--- src/rtl/tof_frame_reader.sv ---
// ToF ranging-frame reader.
// Once enabled, each rising edge of tof_int starts one burst read of the result frame
// through the shared I2C master handshake. Header and footer bytes are discarded. Payload
// byte pairs are assembled into 16-bit zone distances and streamed with their zone index.
// A frame is aborted on timeout or I2C error. An interrupt edge that arrives while a frame
// is in flight is reported as an overrun and then ignored.
//
// Ports
//   clk, reset     clock, synchronous active-low reset
//   enable         1: arm/acquire, 0: drop to idle (partial frame dropped silently)
//   tof_int        sensor data-ready interrupt (level, already synchronised)
//   i2c_ready      master idle / byte complete; i2c_rdata is valid on its rise
//   i2c_error      master NACK / bus error (level)
//   i2c_rdata      received byte
//   i2c_start      one-cycle burst start request
//   i2c_is_read    read transfer in progress
//   i2c_reg_addr   frame start register address
//   i2c_nb_bytes   bytes remaining after the current one
//   dist_valid     one-cycle strobe qualifying dist_data / zone_index
//   dist_data      zone distance in mm
//   zone_index     zone number 0..ZONES-1
//   frame_done     one-cycle strobe after the last byte of a good frame
//   frame_error    one-cycle strobe on timeout or I2C error abort
//   frame_overrun  one-cycle strobe for an interrupt edge seen while busy
//   frame_count    good frames completed (wrapping)
//   busy           frame in flight
module tof_frame_reader #(
    parameter int unsigned ZONES       = 64,
    parameter int unsigned HDR_BYTES   = 28,
    parameter int unsigned FTR_BYTES   = 24,
    parameter bit          BIG_ENDIAN  = 1'b1,
    parameter logic [15:0] FRAME_ADDR  = 16'h0000,
    parameter int unsigned TIMEOUT_CYC = 100000,
    parameter int unsigned ZIDX_W      = $clog2(ZONES)
) (
    input  logic              clk,
    input  logic              reset,
    input  logic              enable,
    input  logic              tof_int,
    input  logic              i2c_ready,
    input  logic              i2c_error,
    input  logic [7:0]        i2c_rdata,
    output logic              i2c_start,
    output logic              i2c_is_read,
    output logic [15:0]       i2c_reg_addr,
    output logic [16:0]       i2c_nb_bytes,
    output logic              dist_valid,
    output logic [15:0]       dist_data,
    output logic [ZIDX_W-1:0] zone_index,
    output logic              frame_done,
    output logic              frame_error,
    output logic              frame_overrun,
    output logic [15:0]       frame_count,
    output logic              busy
);

    localparam int unsigned NBYTES  = HDR_BYTES + 2 * ZONES + FTR_BYTES;
    localparam int unsigned PAY_END = HDR_BYTES + 2 * ZONES;
    localparam int unsigned TMO_W   = $clog2(TIMEOUT_CYC + 1);

    localparam logic [16:0]      N_LAST   = 17'(NBYTES - 1);
    localparam logic [16:0]      PAY_LO   = 17'(HDR_BYTES);
    localparam logic [16:0]      PAY_HI   = 17'(PAY_END);
    localparam logic [TMO_W-1:0] TMO_LAST = TMO_W'(TIMEOUT_CYC - 1);

    typedef enum logic [2:0] {
        StIdle,
        StArm,
        StStart,
        StWaitLow,
        StWaitHigh
    } state_e;

    state_e              state_q, state_d;
    logic                tof_q;
    logic [16:0]         byte_cnt_q;
    logic [16:0]         nb_q;
    logic [TMO_W-1:0]    tmo_cnt_q;
    logic [7:0]          first_q;
    logic [15:0]         dist_data_q;
    logic [ZIDX_W-1:0]   zone_q;
    logic                dist_valid_q;
    logic                frame_done_q;
    logic                frame_error_q;
    logic                frame_overrun_q;
    logic [15:0]         frame_count_q;

    logic                tof_edge;
    logic                busy_st;
    logic                xfer;
    logic                timeout;
    logic                abort;
    logic                capture;
    logic                last_byte;
    logic                start_go;
    logic                in_payload;
    logic [16:0]         pay_idx;

    always_comb begin
        state_d    = state_q;
        tof_edge   = tof_int & ~tof_q;
        xfer       = (state_q == StWaitLow) || (state_q == StWaitHigh);
        busy_st    = xfer || (state_q == StStart);
        timeout    = xfer && (tmo_cnt_q == TMO_LAST);
        abort      = busy_st && (i2c_error || timeout);
        // Abort and disable both win over a byte arriving in the same cycle.
        capture    = (state_q == StWaitHigh) && i2c_ready && !abort && enable;
        last_byte  = capture && (byte_cnt_q == N_LAST);
        pay_idx    = byte_cnt_q - PAY_LO;
        in_payload = (byte_cnt_q >= PAY_LO) && (byte_cnt_q < PAY_HI);

        case (state_q)
            StIdle:     state_d = StArm;
            StArm:      if (tof_edge) state_d = StStart;
            StStart:    state_d = abort ? StArm : StWaitLow;
            StWaitLow: begin
                if (abort)           state_d = StArm;
                else if (!i2c_ready) state_d = StWaitHigh;
            end
            StWaitHigh: begin
                if (abort)          state_d = StArm;
                else if (last_byte) state_d = StArm;
                else if (capture)   state_d = StWaitLow;
            end
            default:    state_d = StIdle;
        endcase

        if (!enable) state_d = StIdle;
        start_go = (state_q == StArm) && (state_d == StStart);
    end

    always_ff @(posedge clk) begin
        if (!reset) begin
            state_q         <= StIdle;
            tof_q           <= 1'b0;
            byte_cnt_q      <= '0;
            nb_q            <= '0;
            tmo_cnt_q       <= '0;
            first_q         <= '0;
            dist_data_q     <= '0;
            zone_q          <= '0;
            dist_valid_q    <= 1'b0;
            frame_done_q    <= 1'b0;
            frame_error_q   <= 1'b0;
            frame_overrun_q <= 1'b0;
            frame_count_q   <= '0;
        end else begin
            state_q         <= state_d;
            tof_q           <= tof_int;
            dist_valid_q    <= 1'b0;
            frame_done_q    <= 1'b0;
            frame_error_q   <= enable && abort;
            // The edge is consumed here, so it cannot start a frame once busy drops.
            frame_overrun_q <= enable && busy_st && tof_edge;

            if (start_go) begin
                byte_cnt_q <= '0;
                nb_q       <= N_LAST;
                tmo_cnt_q  <= '0;
            end else if (capture) begin
                byte_cnt_q <= byte_cnt_q + 17'd1;
                tmo_cnt_q  <= '0;
                if (nb_q != '0) nb_q <= nb_q - 17'd1;
                if (in_payload) begin
                    if (!pay_idx[0]) begin
                        first_q <= i2c_rdata;
                    end else begin
                        dist_data_q  <= BIG_ENDIAN ? {first_q, i2c_rdata} : {i2c_rdata, first_q};
                        zone_q       <= ZIDX_W'(pay_idx >> 1);
                        dist_valid_q <= 1'b1;
                    end
                end
                if (last_byte) begin
                    frame_done_q  <= 1'b1;
                    frame_count_q <= frame_count_q + 16'd1;
                end
            end else if (xfer) begin
                tmo_cnt_q <= tmo_cnt_q + 1'b1;
            end
        end
    end

    assign i2c_start     = (state_q == StStart);
    assign busy          = busy_st;
    assign i2c_is_read   = busy_st;
    assign i2c_reg_addr  = FRAME_ADDR;
    assign i2c_nb_bytes  = nb_q;
    assign dist_valid    = dist_valid_q;
    assign dist_data     = dist_data_q;
    assign zone_index    = zone_q;
    assign frame_done    = frame_done_q;
    assign frame_error   = frame_error_q;
    assign frame_overrun = frame_overrun_q;
    assign frame_count   = frame_count_q;

endmodule

--- config.mk ---
export PLATFORM = sky130hd
export DESIGN_NAME = tof_frame_reader
export DESIGN_NICKNAME = d
export VERILOG_FILES = /design/src/rtl/tof_frame_reader.sv
export SDC_FILE = /design/constraint.sdc
export NUM_CORES = 1
export LEC_CHECK = 0
export BUFFER_PORTS_ARGS = -buffer_cell sky130_fd_sc_hd__buf_4
export CAP_MARGIN = 20
export CORE_MARGIN = 5
export CORE_UTILIZATION = 56
export DETAILED_ROUTE_END_ITERATION = 10
export PLACE_DENSITY = 0.8
export SYNTH_ARGS = -nofsm -noshare
export SYNTH_HDL_FRONTEND = slang
export SYNTH_SLANG_ARGS = --single-unit
--- constraint.sdc ---
create_clock -name clk -period 2.8 [get_ports clk]
set_input_delay 0.14 -clock clk [delete_from_list [all_inputs] [get_ports clk]]
set_output_delay 0.14 -clock clk [all_outputs]
set_load 0.05 [all_outputs]
Word-level counts from Yosys, hierarchy flattened:

Index checks and enable logic that the tools add are counted.

* add/subtract/negate cells: 5
* order comparisons: 2
* equality and inequality tests: 7
* muxes and demuxes: 14
* bitwise logic cells: 7
* reductions and logical operators: 28

Operators by type and width (number)
* adder 17 x 1 -> 17 bit (second input constant): 2
* two-way mux 8 bit: 3
* two-way mux 3 bit: 7
* equality test 17 bit (second input constant): 1
* equality test 17 x 8 -> 1 bit (second input constant): 1
* greater-or-equal comparator 17 x 5 -> 1 bit (second input constant): 1
* < comparator 17 x 8 -> 1 bit (second input constant): 1
* nonzero test 17 bit: 1
* subtractor 17 x 1 -> 17 bit (second input constant): 1
* adder 16 x 1 -> 16 bit (second input constant): 1
* case mux 3 bit (5 select lines): 1
* logical AND 1 bit: 11
* equality test 3 x 2 -> 1 bit (second input constant): 3
* AND reduction 4 bit: 2
* subtractor 7 x 5 -> 7 bit (second input constant): 1
* NOT 1 bit: 6
* OR reduction 3 bit: 2
* AND reduction 2 bit: 2
* nonzero test 2 bit: 2
* OR reduction 4 bit: 1
* equality test 3 x 1 -> 1 bit (second input constant): 1
* equality test 3 bit (second input constant): 1
* zero test 3 bit: 1
* logical OR 1 bit: 3
* other kinds (6): 7

* bits in registers: 105
* input port bits: 14
* output and inout bits: 78
* logic and storage cells: 77

Depth between registers and ports, before layout:

Gate-level depths: netlist of the first run.

* word-level depth: 17
* gate-level depth with buffers: 9

Least setup slack after synthesis of the first run:

OpenSTA, ideal clock, no wires.

* kind: reg2reg
* start point: register nb_q[4], in the netlist i2c_nb_bytes[4]
* end point: register nb_q[11], in the netlist i2c_nb_bytes[11]
* library setup time: 0.129 ns
* data arrival time: 2.340 ns
* slack: 0.331 ns
* cell stages (with the launch flop): 7
* path buffers: 1
* period minus slack after synthesis: 2.469 ns
* cells stage by stage: dfxtp_1 -> or4_1 -> or4_1 -> buf_2 -> o41ai_4 -> nor4_1 -> mux2i_1

* longest elaborated chain between the ends: 2
* elaborated cells on any way between the ends: 3
* classes of those cells: add/sub: 1; reduce/logical: 2

RTL lines
* start: declaration: line 77 `logic [16:0] nb_q;`
* start signal: assignment: line 163 `if (nb_q != '0) nb_q <= nb_q - 17'd1;`
* parallel branches: the longest is 2 deep, another holds subtractor 17 x 1 -> 17 bit

Parallel ways; which one is timed is not known.
A chain may end at the register's enable or synchronous reset.

Worst setup path after layout of the first run:

* start point: register tmo_cnt_q[8]
* end point: register first_q[4]

* longest elaborated chain between the ends: 16
* elaborated cells on any way between the ends: 19
* classes of those cells: eq/ne: 2; mux: 7; bitwise: 1; reduce/logical: 9

RTL lines
* start: declaration: line 78 `logic [TMO_W-1:0] tmo_cnt_q;`
* start signal: assignment: line 178 `tmo_cnt_q <= tmo_cnt_q + 1'b1;`
* equality test 17 bit *: line 104 `timeout = xfer && (tmo_cnt_q == TMO_LAST);`
* logical AND 1 bit *: line 104
* logical OR 1 bit *: line 105 `abort = busy_st && (i2c_error || timeout);`
* logical AND 1 bit *: line 105
* zero test 1 bit: line 107 `capture = (state_q == StWaitHigh) && i2c_ready && !abort && enable;`
* logical AND 1 bit (2 in series): line 107
* two-way mux 3 bit / logical AND 1 bit (equally long branches): line 123, 108
* two-way mux 3 bit: line 122 `else if (last_byte) state_d = StArm;`
* two-way mux 3 bit: line 121 `if (abort) state_d = StArm;`
* case mux 3 bit (5 select lines): line 112 `case (state_q)`
* two-way mux 3 bit: line 128 `if (!enable) state_d = StIdle;`
* equality test 3 x 2 -> 1 bit: line 129 `start_go = (state_q == StArm) && (state_d == StStart);`
* logical AND 1 bit: line 129
* NOT 1 bit (no source line)
* AND reduction 4 bit (no source line) *
* end signal: assignment: line 166 `first_q <= i2c_rdata;`
* end: declaration: line 79 `logic [7:0] first_q;`

Every way passes the cells marked *; elsewhere a longest branch is shown, timed or not.

==> results.sh, run 1 <==
export IMPL_status="completed"
export IMPL_nNetsFinal=674
export IMPL_clk_path_buf_depth=2
export IMPL_seqCellArea_sq_um=2100
export IMPL_area_delta_synth_final_pct=15.3
export IMPL_setup_slack_ps=106
export IMPL_clkLatencyLatePin_ps=370
export IMPL_syn_area_per_cell_sq_um=8.77
export IMPL_drc=0
export IMPL_core_rowCount=35
export IMPL_grt_ovfl_total=0
export IMPL_drv_cap=0
export IMPL_die_h_um=106
export IMPL_timing_rr_end="first_q[4]"
export IMPL_grt_max_degree=54
export IMPL_hold_path_class="input port to register"
export IMPL_seq_area_frac_synth_pct=40.8
export IMPL_cp_start_kind="register"
export IMPL_path_buf_inv=0
export IMPL_synth_compound_area_share_pct=12.9
export IMPL_ioPinCount=92
export IMPL_finalPower_w=0.00277
export IMPL_worstSetupStartpoint="tmo_cnt_q[8]"
export IMPL_synth_warnings=0
export IMPL_syn_area_sq_um=5150
export IMPL_cp_slowest_cell="or4_1"
export IMPL_synth_edf_count=0
export IMPL_place_congestion=0.842
export IMPL_die_w_um=106
export IMPL_htree_levels=3
export IMPL_fin_crit_sh_pct=96.2
export IMPL_hold_viol=0
export IMPL_placed_cell_area_sq_um=5700
export IMPL_dieArea_sq_um=11200
export IMPL_synthXorXnorAreaFrac_pct=3.57
export IMPL_reg2reg_depth=5
export IMPL_vias_per_cell=5.87
export IMPL_drv_slew=0
export IMPL_drtIter0Drc=219
export IMPL_crit_chain="or4b_1 > or4_1 > o21a_2 > and3_1 > mux2i_1"
export IMPL_finalClockSkew_ps=11.2
export IMPL_p_switching_w=0.000688
export IMPL_root_buffer="clkbuf_8"
export IMPL_first_global_vias=4320
export IMPL_power_density_nw_per_um2=467
export IMPL_cts_resized=0
export IMPL_cts_hold_buffers_added=0
export IMPL_syn_inst=587
export IMPL_synth_flop_cell="dfxtp_1"
export IMPL_path_max_fanout=16
export IMPL_relSlewSlack_pct=55.9
export IMPL_multi_input_area_sq_um=2720
export IMPL_hp_start="tof_int"
export IMPL_power_internal_w=0.00208
export IMPL_wl_per_cell_um=15.2
export IMPL_ant_nets=0
export IMPL_post_cts_buffers=0
export IMPL_hpwlAfterDp_mm=8.45
export IMPL_first_pass_iters=4
export IMPL_antenna_found_initial=0
export IMPL_grt_pass1_wl_mm=19.9
export IMPL_yosys_area_share_simple_pct=26.2
export IMPL_max_freq_mhz=371
export IMPL_async_flop_share_pct=0
export IMPL_crit_required_ps=3040
export IMPL_worstMarginPinSlew_ps=661
export IMPL_critPathCaptureType="register"
export IMPL_path_class="register to register"
export IMPL_antenna_cells=0
export IMPL_r2r_slack_ps=110
export IMPL_fillerInstances=755
export IMPL_synth_mux_area_fraction_pct=7.39
export IMPL_seq_power_share_pct=54.3
export IMPL_core_area_sq_um=9110
export IMPL_regToRegStartpoint="tmo_cnt_q[8]"
export IMPL_critical_path_arrival_ps=2940
export IMPL_portBuffers=75
export IMPL_rsz0062_at_grt="false"
export IMPL_swShare_pct=24.9
export IMPL_holdPathStages=2
export IMPL_cts_made_buffers=9
export IMPL_cts_clk_slew_worst_paths_ps=100
export IMPL_final_area_sq_um=5930
export IMPL_clkSinkCount=105
export IMPL_drt_wl_total_mm=11.7
export IMPL_post_route_min_period_ps=2690
export IMPL_track_usage_pct=21.2
export IMPL_max_vdd_ir_drop_v=0.000318
export IMPL_start_util_pct=56.5
export IMPL_cts_tree="done"
export IMPL_comb_power_share_pct=6.5
export IMPL_via_count=4514
export IMPL_synth_fa_ha_area_share_pct=1.70
export IMPL_fin_tns_setup_ps=0
export IMPL_drive_gt1_share_pct=18.7
export IMPL_synth_top_family_by_area="simple AND/OR/NAND/NOR gates"
export IMPL_final_setup_viol_count=0
export IMPL_leakage_nw=2.40
export IMPL_synth_cell_types=60
export IMPL_power_share_clock_pct=39.2
export IMPL_cp_top_family="simple AND/OR/NAND/NOR gates"
export IMPL_max_stage_delay_ps=720
export IMPL_hold_end="tof_q"
export IMPL_ys_ff_latch=105
export IMPL_post_place_ws_ps=131
-- synth_stat cells, types with 8 or more instances --
cell type / n / area [sq um]
nor2_1: 30 / 113
dfxtp_1: 105 / 2100
nand2b_1: 8 / 50.1
o31ai_1: 16 / 120
clkbuf_1: 14 / 52.6
or4_1: 22 / 165
nand2_1: 82 / 308
nand3_1: 19 / 95.1
xnor2_1: 15 / 131
nor3_1: 11 / 55.1
inv_1: 15 / 56.3
o21ai_0: 18 / 90.1
or3_1: 21 / 131
nor4_1: 14 / 87.6
a21oi_1: 35 / 175
nand4_1: 10 / 62.6
mux2i_1: 38 / 380
buf_4: 19 / 143
-- cells in the final DEF, fill, tap and decap left out, types with 3 or more instances in the layout --
master     count
nor4_1        14
nand3_1       19
o21ai_0       18
mux2i_1       38
nor3_1        11
inv_1         15
o2111ai_1      3
xnor2_1       15
o31ai_1       16
and2_1         3
nor2_2         7
conb_1        16
clkbuf_8      10
inv_6          3
buf_4         85
and3_1         6
nor2_1        30
ha_1           7
or2_2          3
o31a_1         4
nand2b_1       8
nand4_1       10
nand2_1       82
a21oi_1       35
or3_1         21
dfxtp_1      105
or4_1         22
xor2_1         6
a31oi_1        4
-- worst reg2reg max path, stage by stage (launching register included) --
cell	delay (ps)
dfxtp_1	360
or4b_1	540
or4_1	720
o21a_2	390
and3_1	380
mux2i_1	190
-- worst max-delay path by stage --
stage | slack, ps | cells after the start | to
6_report | 110 | 5 | first_q[4]
3_5_place_dp | 130 | 5 | first_q[4]
5_1_grt | 20 | 5 | first_q[4]
3_3_place_gp | 250 | 5 | first_q[4]
2_1_floorplan | 330 | 6 | i2c_nb_bytes[11]
4_1_cts | 110 | 5 | first_q[4]
-- sequential cells by signal, indices dropped and copies added (netlist names) --
name / cells
byte_cnt_q: 17
dist_data: 16
dist_valid: 1
first_q: 8
frame_count: 16
frame_done: 1
frame_error: 1
frame_overrun: 1
i2c_nb_bytes: 17
state_q: 3
tmo_cnt_q: 17
tof_q: 1
zone_index: 6
-- power by group through the flow --
| stage | Sequential, W | Clock, W | Combinational [W] |
|---|---|---|---|
| after floorplan | 0.00154 | 0 | 0.000150 |
| after global placement | 0.00154 | 0 | 0.000177 |
| after detailed placement | 0.00154 | 0 | 0.000179 |
| after CTS | 0.00150 | 0.00110 | 0.000180 |
| after global routing | 0.00150 | 0.00118 | 0.000195 |
| final | 0.00150 | 0.00108 | 0.000181 |
-- routing by layer --
metal	global-route usage [%]	vias up	wire length, um
met2	38.6	90	6270
met1	24.4	2189	4770
met3	4.10	19	459
met5	0	-	0
li1	-	2216	-
met4	8.23	0	216
-- cell families (layout without fill, tap and decap cells) --
logic type      count (synthesis)  after routing
flops                         105            105
other cells                     1             16
simple gates                  253            253
buf+inv                        63            119
xor+xnor                       21             21
fa+ha+maj                       7              7
compound gates                 99             99
mux                            38             38
-- per-stage QoR --
step | hold WS (ps) | utilization, % | std cells
after floorplan | 262 | - | 602
after global placement | 375 | 62.6 | 753
after detailed placement | 383 | 62.6 | 753
after CTS | 0.715 | 65.2 | 769
after global routing | 9.07 | 65.2 | 769
final | 9.94 | 65.2 | 769
-- layout make-up --
| class | instances | area share (%) |
|---|---|---|
| Clock buffer | 10 | 2.32 |
| Clock inverter | 6 | 1.60 |
| Inverter | 16 | 1.01 |
| Multi-Input combinational cell | 434 | 45.9 |
| Sequential cell | 105 | 35.4 |
| Tap cell | 111 | 2.34 |
| Timing Repair Buffer | 87 | 11.4 |
No activity file was read; power rests on OpenSTA's default activity.
==> inputs of run 2 (changes only) <==
==> constraint.sdc (replaced) <==
create_clock -name clk -period 2.8 [get_ports clk]
set_input_delay 0.42 -clock clk [delete_from_list [all_inputs] [get_ports clk]]
set_output_delay 0.42 -clock clk [all_outputs]
set_load 0.05 [all_outputs]
==> results.sh, run 2 (synthesis results as in run 1) <==
export IMPL_post_place_cells=752
export IMPL_drv_cap=0
export IMPL_nNetsFinal=676
export IMPL_die_h_um=106
export IMPL_first_pass_iters=5
export IMPL_final_common_cell="dfxtp_1"
export IMPL_p_switching_w=0.000672
export IMPL_worstMarginPinSlew_ps=815
export IMPL_via_count=4483
export IMPL_fin_tns_setup_ps=0
export IMPL_wl_per_cell_um=15.1
export IMPL_clk_path_buf_depth=2
export IMPL_clkSinkCount=105
export IMPL_cts_tree="done"
export IMPL_power_density_nw_per_um2=448
export IMPL_area_delta_synth_final_pct=15.4
export IMPL_root_buffer="clkbuf_8"
export IMPL_fin_crit_sh_pct=93.9
export IMPL_status="completed"
export IMPL_seq_power_share_pct=56.5
export IMPL_r2r_slack_ps=170
export IMPL_hpwlAfterDp_mm=8.26
export IMPL_stdcell_count=771
export IMPL_drive_gt1_share_pct=19.1
export IMPL_clkLatencyLatePin_ps=370
export IMPL_hold_viol=0
export IMPL_swShare_pct=25.3
export IMPL_final_setup_viol_count=0
export IMPL_relSlewSlack_pct=45.4
export IMPL_grt_pass1_wl_mm=19.2
export IMPL_ioPinCount=92
export IMPL_max_freq_mhz=381
export IMPL_rsz0062_at_grt="false"
export IMPL_place_congestion=0.825
export IMPL_finalClockSkew_ps=15.5
export IMPL_comb_power_share_pct=6.9
export IMPL_path_max_fanout=22
export IMPL_crit_chain="or4b_1 > or4_1 > o21a_2 > nand3_2 > buf_12 > mux2i_1"
export IMPL_htree_levels=3
export IMPL_drtIter0Drc=279
export IMPL_drv_slew=0
export IMPL_layout_common_cells="dfxtp_1, buf_4, nand2_1"
export IMPL_start_util_pct=56.5
export IMPL_antenna_cells=0
export IMPL_power_share_clock_pct=36.6
export IMPL_cts_made_buffers=9
export IMPL_grt_max_degree=54
export IMPL_cp_start_kind="register"
export IMPL_max_stage_delay_ps=720
export IMPL_cp_slowest_cell="or4_1"
export IMPL_path_class="register to register"
export IMPL_post_route_min_period_ps=2630
export IMPL_grt_ovfl_total=0
export IMPL_track_usage_pct=20.6
export IMPL_critical_path_arrival_ps=2910
export IMPL_portBuffers=75
export IMPL_hold_path_class="input port to register"
export IMPL_antenna_found_initial=0
export IMPL_leakage_nw=2.39
export IMPL_critPathCaptureType="register"
export IMPL_first_global_vias=4176
export IMPL_drt_wl_total_mm=11.7
export IMPL_core_rowCount=35
export IMPL_core_area_sq_um=9110
export IMPL_die_w_um=106
export IMPL_ant_nets=0
export IMPL_drc=0
export IMPL_cts_clk_slew_worst_paths_ps=100
export IMPL_dieArea_sq_um=11200
export IMPL_max_vdd_ir_drop_v=0.000289
export IMPL_crit_required_ps=3090
export IMPL_power_internal_w=0.00199
export IMPL_vias_per_cell=5.81
==> run 2: layout make-up <==
class | count | area, sq um
clock inverter | 6 | 71.3
multi-input combinational | 434 | 2720
clock buffer | 10 | 138
inverter | 16 | 60.1
timing repair buffer | 89 | 706
tap | 111 | 139
sequential | 105 | 2100
fill | 795 | 3170
==> run 2: path summary, 6_finish.rpt <==
kind / startpoint / end / depth (start not counted)
max: tmo_cnt_q[8] / dist_data[5] / 6
min: tof_int / tof_q / 2
max reg2reg: tmo_cnt_q[8] / dist_data[5] / 6
min reg2reg: dist_data[6] / dist_data[6] / 2
==> run 2: metrics by stage <==
step / util, % / power, W / hold WS [ps] / worst slack [ps] / area, sq um
after floorplan: - / 0.00169 / 442 / 331 / 5200
after global placement: 62.5 / 0.00171 / 448 / 262 / 5690
after detailed placement: 62.5 / 0.00172 / 463 / 192 / 5690
after CTS: 64.8 / 0.00268 / 272 / 123 / 5900
after global routing: 65.2 / 0.00276 / 285 / 43.4 / 5940
final: 65.2 / 0.00266 / 278 / 172 / 5940
==> run 2: layer usage <==
layer  track usage (%)  wire length [um]  up-vias
met5                 0                 0        -
met4              7.40               223        0
met3              3.98               545       21
met2              37.8              6200      123
met1              23.7              4710     2122
li1                  -                 -     2217
==> run 2: critical path, delay by kind of cell (launching register included) <==
kind | cells | cell delay [ps]
and+or+nand+nor | 3 | 1360
DFF | 1 | 340
buffers and inverters | 1 | 200
muxes | 1 | 250
AOI/OAI and AO/OA | 1 | 390
==> run 2: timing repair <==
item,CTS,global route
hold buffers,0,0
setup endpoints to repair,0,3
resized for setup,0,1
buffers inserted,0,3
==> run 2: power groups by stage <==
stage               combinational, W  sequential, W  clock [W]
finish                      0.000183        0.00150   0.000975
global route                0.000198        0.00150    0.00106
CTS                         0.000182        0.00150   0.000997
floorplan                   0.000150        0.00154          0
detailed placement          0.000181        0.00154          0
global placement            0.000178        0.00154          0
==> inputs of run 3 (changes only) <==
--- a/config.mk
+++ b/config.mk
@@ -7,8 +7,10 @@
 export LEC_CHECK = 0
 export BUFFER_PORTS_ARGS = -buffer_cell sky130_fd_sc_hd__buf_4
 export CAP_MARGIN = 20
+export CORE_ASPECT_RATIO = 1.5
 export CORE_MARGIN = 5
 export CORE_UTILIZATION = 56
+export CTS_CLUSTER_DIAMETER = 80
 export DETAILED_ROUTE_END_ITERATION = 10
 export PLACE_DENSITY = 0.8
 export SYNTH_ARGS = -nofsm -noshare
==> results.sh, run 3 (synthesis results as in run 1) <==
export IMPL_status="completed"
export IMPL_final_area_sq_um=6000
export IMPL_post_route_min_period_ps=2600
export IMPL_clk_path_buf_depth=2
export IMPL_drive_gt1_share_pct=18.6
export IMPL_start_util_pct=56.3
export IMPL_critPathCaptureType="register"
export IMPL_path_max_fanout=18
export IMPL_worstMarginPinSlew_ps=730
export IMPL_cp_start_kind="register"
export IMPL_cts_resized=0
export IMPL_antenna_found_initial=0
export IMPL_hold_path_class="input port to register"
export IMPL_dieArea_sq_um=11200
export IMPL_clkSinkCount=105
export IMPL_rsz0062_at_grt="false"
export IMPL_portBuffers=75
export IMPL_finalClockSkew_ps=5.38
export IMPL_nNetsFinal=674
export IMPL_ant_nets=0
export IMPL_leakage_nw=2.42
export IMPL_grt_pass1_wl_mm=19.8
export IMPL_path_buf_inv=0
export IMPL_drv_slew=0
export IMPL_drtIter0Drc=329
export IMPL_area_delta_synth_final_pct=16.5
export IMPL_hpwlAfterDp_mm=8.43
export IMPL_clkLatencyLatePin_ps=350
export IMPL_place_congestion=0.882
export IMPL_grt_max_degree=55
export IMPL_cp_slowest_cell="or4_1"
export IMPL_power_density_nw_per_um2=490
export IMPL_cts_made_buffers=9
export IMPL_root_buffer="clkbuf_16"
export IMPL_cp_top_family="simple AND/OR/NAND/NOR gates"
export IMPL_ioPinCount=92
export IMPL_crit_chain="or4b_1 > or4_1 > o21ai_4 > nor2_2 > o311a_1"
export IMPL_cts_tree="done"
export IMPL_final_setup_viol_count=0
export IMPL_fin_crit_sh_pct=92.9
export IMPL_first_pass_iters=5
export IMPL_track_usage_pct=21.7
export IMPL_fin_hold_ws_ps=303
export IMPL_die_w_um=88.3
export IMPL_cts_clk_slew_worst_paths_ps=70
export IMPL_placed_cell_area_sq_um=5700
export IMPL_grt_ovfl_total=0
export IMPL_drt_wl_total_mm=11.9
export IMPL_core_rowCount=43
export IMPL_layout_common_cells="dfxtp_1, buf_4, nand2_1"
export IMPL_core_area_sq_um=9150
export IMPL_max_vdd_ir_drop_v=0.000404
export IMPL_final_common_cell="dfxtp_1"
export IMPL_via_count=4491
export IMPL_path_class="register to register"
export IMPL_antenna_cells=0
export IMPL_stdcell_count=769
export IMPL_critical_path_arrival_ps=2840
export IMPL_hold_viol=0
export IMPL_max_stage_delay_ps=720
export IMPL_post_place_cells=754
export IMPL_die_h_um=127
export IMPL_cts_hold_buffers_added=0
export IMPL_wl_per_cell_um=15.4
export IMPL_max_freq_mhz=384
export IMPL_drc=0
export IMPL_post_cts_buffers=0
export IMPL_fin_tns_setup_ps=0
export IMPL_crit_required_ps=3040
export IMPL_vias_per_cell=5.84
export IMPL_finalPower_w=0.00294
export IMPL_drv_cap=0
export IMPL_relSlewSlack_pct=51.3
export IMPL_first_global_vias=4430
export IMPL_htree_levels=3
export IMPL_fillerInstances=794
[run 3: per-stage QoR]
stage / utilization (%) / setup WS [ps]
2_1_floorplan: - / 331
3_3_place_gp: 62.4 / 300
3_5_place_dp: 62.4 / 233
4_1_cts: 65.6 / 222
5_1_grt: 65.6 / 118
6_report: 65.6 / 198
[run 3: per-layer routing]
layer  wire (um)  share of wire, %  track usage, %
met4         276               2.3            10.4
met1        4700                40            24.8
met3         531               4.5            3.16
met5           0                 0               0
met2        6360                54            38.6
[run 3: cell type report]
type                            instances  area [sq um]  share of cell area [%]
Tap cell                              112           140                    2.34
Multi-Input combinational cell        434          2720                    45.4
Timing Repair Buffer                   87           678                    11.3
Sequential cell                       105          2100                    35.1
Inverter                               16          60.1                    1.00
Clock buffer                            9           225                    3.76
Clock inverter                          6          68.8                    1.15
[run 3: final timing paths]
path / to / slack, ps / cells after the start / start
max: i2c_nb_bytes[1] / 200 / 5 / tmo_cnt_q[8]
min: tof_q / 300 / 2 / tof_int
max reg2reg: i2c_nb_bytes[1] / 200 / 5 / tmo_cnt_q[8]
min reg2reg: dist_data[10] / 470 / 2 / dist_data[10]
[run 3: power breakdown]
part,leakage [nW],switching [W],internal (W),total (W)
combinational,1.44,0.000137,0.0000439,0.000181
clock,0.142,0.000559,0.000693,0.00125
sequential,0.846,0.00000627,0.00150,0.00150
